File: src/rtl/net_ingress_shaper.sv
// Ingress shaper for one switch port: stamps {SRC_ID, dst, payload}, buffers in a FIFO,
// releases under a token-bucket limit. Optional counters via NET_INGRESS_STATS_EN.
//
// state | meaning
// IDLE  | not accepting, not emitting; bucket keeps refilling
// RUN   | accepting and emitting words
// DRAIN | not accepting, emitting until the FIFO is empty
module net_ingress_shaper #(
    parameter logic SRC_ID      = 1'b0,
    parameter int   DEPTH       = 4,
    parameter int   BURST       = 4,
    parameter int   RATE_PERIOD = 2
) (
    input  logic        i_clk,
    input  logic        i_rst,
    input  logic        i_en,
    input  logic        i_in_vld,
    output logic        o_in_rdy,
    input  logic        i_in_dst,
    input  logic [31:0] i_in_data,
    output logic        o_out_vld,
    input  logic        i_out_rdy,
    output logic [33:0] o_out_data,
    output logic        o_busy
`ifdef NET_INGRESS_STATS_EN
    ,
    output logic [15:0] o_stat_dst0,
    output logic [15:0] o_stat_dst1,
    output logic [15:0] o_stat_stall
`endif
);

    localparam int AW = $clog2(DEPTH);
    localparam int TW = $clog2(BURST + 1);
    localparam int CW = (RATE_PERIOD > 1) ? $clog2(RATE_PERIOD) : 1;
    localparam logic [AW:0]   FULL_CNT = (AW + 1)'(DEPTH);
    localparam logic [TW-1:0] TOK_MAX  = TW'(BURST);
    localparam logic [CW-1:0] CTR_LAST = CW'(RATE_PERIOD - 1);

    typedef enum logic [1:0] {S_IDLE, S_RUN, S_DRAIN} state_t;

    state_t        r_state;
    logic [33:0]   r_mem [DEPTH];
    logic [AW-1:0] r_wr;
    logic [AW-1:0] r_rd;
    logic [AW:0]   r_count;
    logic [TW-1:0] r_tokens;
    logic [CW-1:0] r_refill;

    logic          w_push;
    logic          w_pop;
    logic          w_refill;
    logic [AW:0]   w_count_nxt;

    // All handshake outputs decode registered state only, so out_vld cannot
    // fall until the word it presents has been taken.
    assign o_in_rdy   = (r_state == S_RUN) && (r_count < FULL_CNT);
    assign o_out_vld  = (r_count != '0) && (r_tokens != '0) && (r_state != S_IDLE);
    assign o_out_data = o_out_vld ? r_mem[r_rd] : '0;
    assign o_busy     = (r_state != S_IDLE) || (r_count != '0);

    assign w_push   = i_in_vld && o_in_rdy;
    assign w_pop    = o_out_vld && i_out_rdy;
    assign w_refill = (r_refill == CTR_LAST);

    always_comb begin
        w_count_nxt = r_count;
        if (w_push && !w_pop)
            w_count_nxt = r_count + (AW + 1)'(1);
        else if (!w_push && w_pop)
            w_count_nxt = r_count - (AW + 1)'(1);
    end

    always_ff @(posedge i_clk) begin
        if (w_push)
            r_mem[r_wr] <= {SRC_ID, i_in_dst, i_in_data};
    end

    always_ff @(posedge i_clk or posedge i_rst) begin
        if (i_rst) begin
            r_state  <= S_IDLE;
            r_wr     <= '0;
            r_rd     <= '0;
            r_count  <= '0;
            r_tokens <= TOK_MAX;
            r_refill <= '0;
        end else begin
            if (w_push)
                r_wr <= r_wr + AW'(1);
            if (w_pop)
                r_rd <= r_rd + AW'(1);
            r_count  <= w_count_nxt;
            r_refill <= w_refill ? '0 : r_refill + CW'(1);

            // A refill that lands on a consume cancels out.
            if (w_refill && !w_pop && (r_tokens != TOK_MAX))
                r_tokens <= r_tokens + TW'(1);
            else if (!w_refill && w_pop)
                r_tokens <= r_tokens - TW'(1);

            case (r_state)
                S_IDLE: begin
                    if (i_en)
                        r_state <= S_RUN;
                end
                S_RUN: begin
                    if (!i_en)
                        r_state <= (w_count_nxt != '0) ? S_DRAIN : S_IDLE;
                end
                S_DRAIN: begin
                    if (w_count_nxt == '0)
                        r_state <= S_IDLE;
                    else if (i_en)
                        r_state <= S_RUN;
                end
                default: r_state <= S_IDLE;
            endcase
        end
    end

`ifdef NET_INGRESS_STATS_EN
    logic [15:0] r_stat_dst0;
    logic [15:0] r_stat_dst1;
    logic [15:0] r_stat_stall;

    always_ff @(posedge i_clk or posedge i_rst) begin
        if (i_rst) begin
            r_stat_dst0  <= '0;
            r_stat_dst1  <= '0;
            r_stat_stall <= '0;
        end else begin
            if (w_pop && !o_out_data[32] && (r_stat_dst0 != 16'hFFFF))
                r_stat_dst0 <= r_stat_dst0 + 16'd1;
            if (w_pop && o_out_data[32] && (r_stat_dst1 != 16'hFFFF))
                r_stat_dst1 <= r_stat_dst1 + 16'd1;
            if ((r_count != '0) && (r_tokens == '0) && (r_stat_stall != 16'hFFFF))
                r_stat_stall <= r_stat_stall + 16'd1;
        end
    end

    assign o_stat_dst0  = r_stat_dst0;
    assign o_stat_dst1  = r_stat_dst1;
    assign o_stat_stall = r_stat_stall;
`endif

endmodule
File: config.mk
export PLATFORM = sky130hd
export DESIGN_NAME = net_ingress_shaper
export DESIGN_NICKNAME = d
export VERILOG_FILES = /design/src/rtl/net_ingress_shaper.sv
export SDC_FILE = /design/constraint.sdc
export NUM_CORES = 1
export LEC_CHECK = 0
export ABC_AREA = 0
export CORE_ASPECT_RATIO = 1.75
export CORE_UTILIZATION = 45
export CTS_BUF_LIST = sky130_fd_sc_hd__clkbuf_8
export DETAILED_ROUTE_END_ITERATION = 8
export GPL_TIMING_DRIVEN = 0
export PLACE_DENSITY = 0.78
export SYNTH_ARGS = -nofsm -noshare
export SYNTH_HDL_FRONTEND = slang
export SYNTH_SLANG_ARGS = --single-unit
File: constraint.sdc
create_clock -name i_clk -period 3.3 [get_ports i_clk]
set_clock_uncertainty 0.15 [all_clocks]
set_input_delay 0.825 -clock i_clk [delete_from_list [all_inputs] [get_ports i_clk]]
set_output_delay 0.825 -clock i_clk [all_outputs]
set_load 0.02 [all_outputs]
==> metrics.cfg <==
[run_status]
status = finished clean

[critical_path]
cp.arrival_ps = 2250
cp.required_ps = 2320
endpoint_kind = primary output
cp_max_fo = 10
start_kind = register
critical_path_class = register to primary output

[clock_network]
clock_sinks = 145
h-tree-depth = 4
clkTransAtPathRegs_ps = 80
clkLatencyLatePin_ps = 440
cts_buffers = 17
cts_root_buf = clkbuf_8
clockBufferDepth = 2
cts_tree = yes
holdBufCountCts = 0

[sta]
hold_viol_final = 0
rsz0062_at_grt = yes
maxSlewViolCount = 0
slew_headroom = 0.394
worstMarginPinSlew_ps = 909
fmax_mhz = 310
finalCriticalPeriod_ps = 3230
min_period_over_period = 0.978
setup_viol = 0
hold_ws_ps = 411

[placement]
post_dp_cell_area_um2 = 6840
port_buffers = 73
dp_cells = 554
hpwl_um = 6560
place_congestion = 0.694

[grt]
overflow = 0
grt_max_degree = 34
grt_pass1_wl_um = 16400
grt_pass1_vias = 3318
antenna_found_initial = 0
grt.total_usage = 0.168

[die]
floorplan.initialDensity = 0.458
fp-row-count = 55
die_w_um = 88.5
dieHeight_um = 153
ios = 75
core_area_um2 = 12900
dieArea_um2 = 13600

[drt]
viasPerCell = 5.20
via_count = 3050
totalWireLength_um = 10300
route.detailed.drc = 0
antenna_left = 0
wl_per_cell_um = 17.5
first_pass_iters = 4
drt-initial-drc-count = 177

[layout]
fin_cells = 586
antenna_cells = 0
area_delta_synth_final_pct = 23.0
nNetsFinal = 449
drive_gt1_frac = 0.316
fillers = 1009
design_area_um2 = 7240

[synthesis]
ys_seq_area_frac = 0.729
syn_area_um2 = 5890
syn-num-nets = 356
synthFlopType = edfxtp_1
async_flop_share = 0.0897
yosys_register_bits = 145
ys_types = 45
postSynthAreaPerCell_um2 = 19.0
yosys_warnings = 0
synth_edf_count = 132
synth_cells = 310

[hold_path]
hold_path.class = register to register

[job]
maxCapViolCount = 0

[power_and_ir_drop]
p_leak_uw = 0.00254
p_total_uw = 6310
vdd_drop_max_v = 0.000364
power.density_nw_per_um2 = 871

flip-flops by register name, summed over array words and instances (netlist names):
| signal | cells |
|---|---|
| r_count | 3 |
| r_mem | 132 |
| r_rd | 2 |
| r_refill | 1 |
| r_state | 2 |
| r_tokens | 3 |
| r_wr | 2 |
critical path, stage by stage (launching register included):
cell      delay, ps
dfrtp_1         370
inv_1            90
ha_1            220
nor2b_2         200
or3_4           410
clkbuf_8        200
nor2b_1         160
buf_4           170
power by group:
group,total (uW),internal [uW],switching (uW)
Sequential,2330,2230,99.4
Combinational,2440,1140,1300
Clock,1540,895,641
per-layer routing:
metal | vias up | wire (um) | track usage | part of all wire
li1 | 1388 | - | - | -
met1 | 1555 | 3590 | 0.173 | 0.35
met2 | 89 | 5990 | 0.305 | 0.58
met3 | 18 | 465 | 0.0432 | 0.045
met4 | 0 | 225 | 0.0783 | 0.022
met5 | - | 0 | 0 | 0
cells in the mapped netlist (2+ instances only):
cell type | instances | area share
nor2b_1 | 34 | 0.036
nand3_1 | 6 | 0.0051
buf_2 | 5 | 0.0042
buf_4 | 2 | 0.0025
nor2_1 | 8 | 0.0051
nand2b_1 | 2 | 0.0021
mux4_2 | 33 | 0.13
nand2_1 | 10 | 0.0064
clkbuf_1 | 8 | 0.0051
xnor2_1 | 6 | 0.0089
dfrtp_1 | 12 | 0.051
and2_1 | 4 | 0.0042
ha_1 | 7 | 0.015
inv_1 | 7 | 0.0045
o21ai_0 | 5 | 0.0042
edfxtp_1 | 132 | 0.67
cell families (layout without fill, tap and decap cells):
logic type,Yosys count,in the layout,synth area share
fa+ha+maj,8,8,0.0183
simple gates,76,76,0.0767
mux,35,35,0.130
xor+xnor,6,6,0.00892
flops,145,145,0.729
compound gates,15,15,0.0191
other cells,1,1,0.000637
buf+inv,24,129,0.0178
what timing repair did:
action / 4_1_cts / 5_1_grt
pin swaps: 1 / 0
endpoints found under the setup margin: 34 / 29
buffers inserted: 2 / 0
gates resized for setup: 122 / 38
layout make-up:
type / count / area, um2 / area share
Buffer: 16 / 116 / 0.0161
Clock buffer: 17 / 234 / 0.0323
Clock inverter: 14 / 214 / 0.0295
Inverter: 7 / 26.3 / 0.00363
Multi-Input combinational cell: 141 / 1530 / 0.211
Sequential cell: 145 / 4290 / 0.593
Tap cell: 171 / 214 / 0.0295
Timing Repair Buffer: 75 / 618 / 0.0854
worst paths after layout:
kind	from	end	slack (ps)	cells after the start
setup / recovery	r_count[0]	o_out_data[8]	70	7
hold / removal	r_tokens[2]	r_tokens[2]	410	2
hold reg to reg	r_tokens[2]	r_tokens[2]	410	2
setup reg to reg	r_count[0]	r_tokens[2]	650	10
min in group asynchronous	i_rst	r_refill	580	2
max in group asynchronous	i_rst	r_tokens[2]	2060	2
metrics by stage:
step / worst slack, ps / setup TNS, ps / utilization
3_5_place_dp: -440 / -11190 / 0.531
4_1_cts: 1.74 / 0 / 0.568
5_1_grt: -6.83 / -6.83 / 0.563
6_report: 73.4 / 0 / 0.563
2_1_floorplan: 442 / 0 / -
3_3_place_gp: -502 / -76410 / 0.531
cells in the final DEF (no fill, tap or decap), types with 3 or more instances in the layout:
master	Yosys	routed
inv_1	7	7
nand2_1	10	10
and2_2	0	4
clkbuf_2	1	4
nor2b_2	0	7
buf_4	2	17
xnor2_1	6	6
bufinv_16	0	5
edfxtp_1	132	132
clkbuf_8	0	20
ha_1	7	7
clkdlybuf4s50_1	0	39
nor2_1	8	8
nand3_1	6	6
nor2b_1	34	26
mux4_2	33	33
o21ai_0	5	5
clkinv_4	0	3
dfrtp_1	12	12
buf_2	5	22
Power figures use the tool's default switching activity.
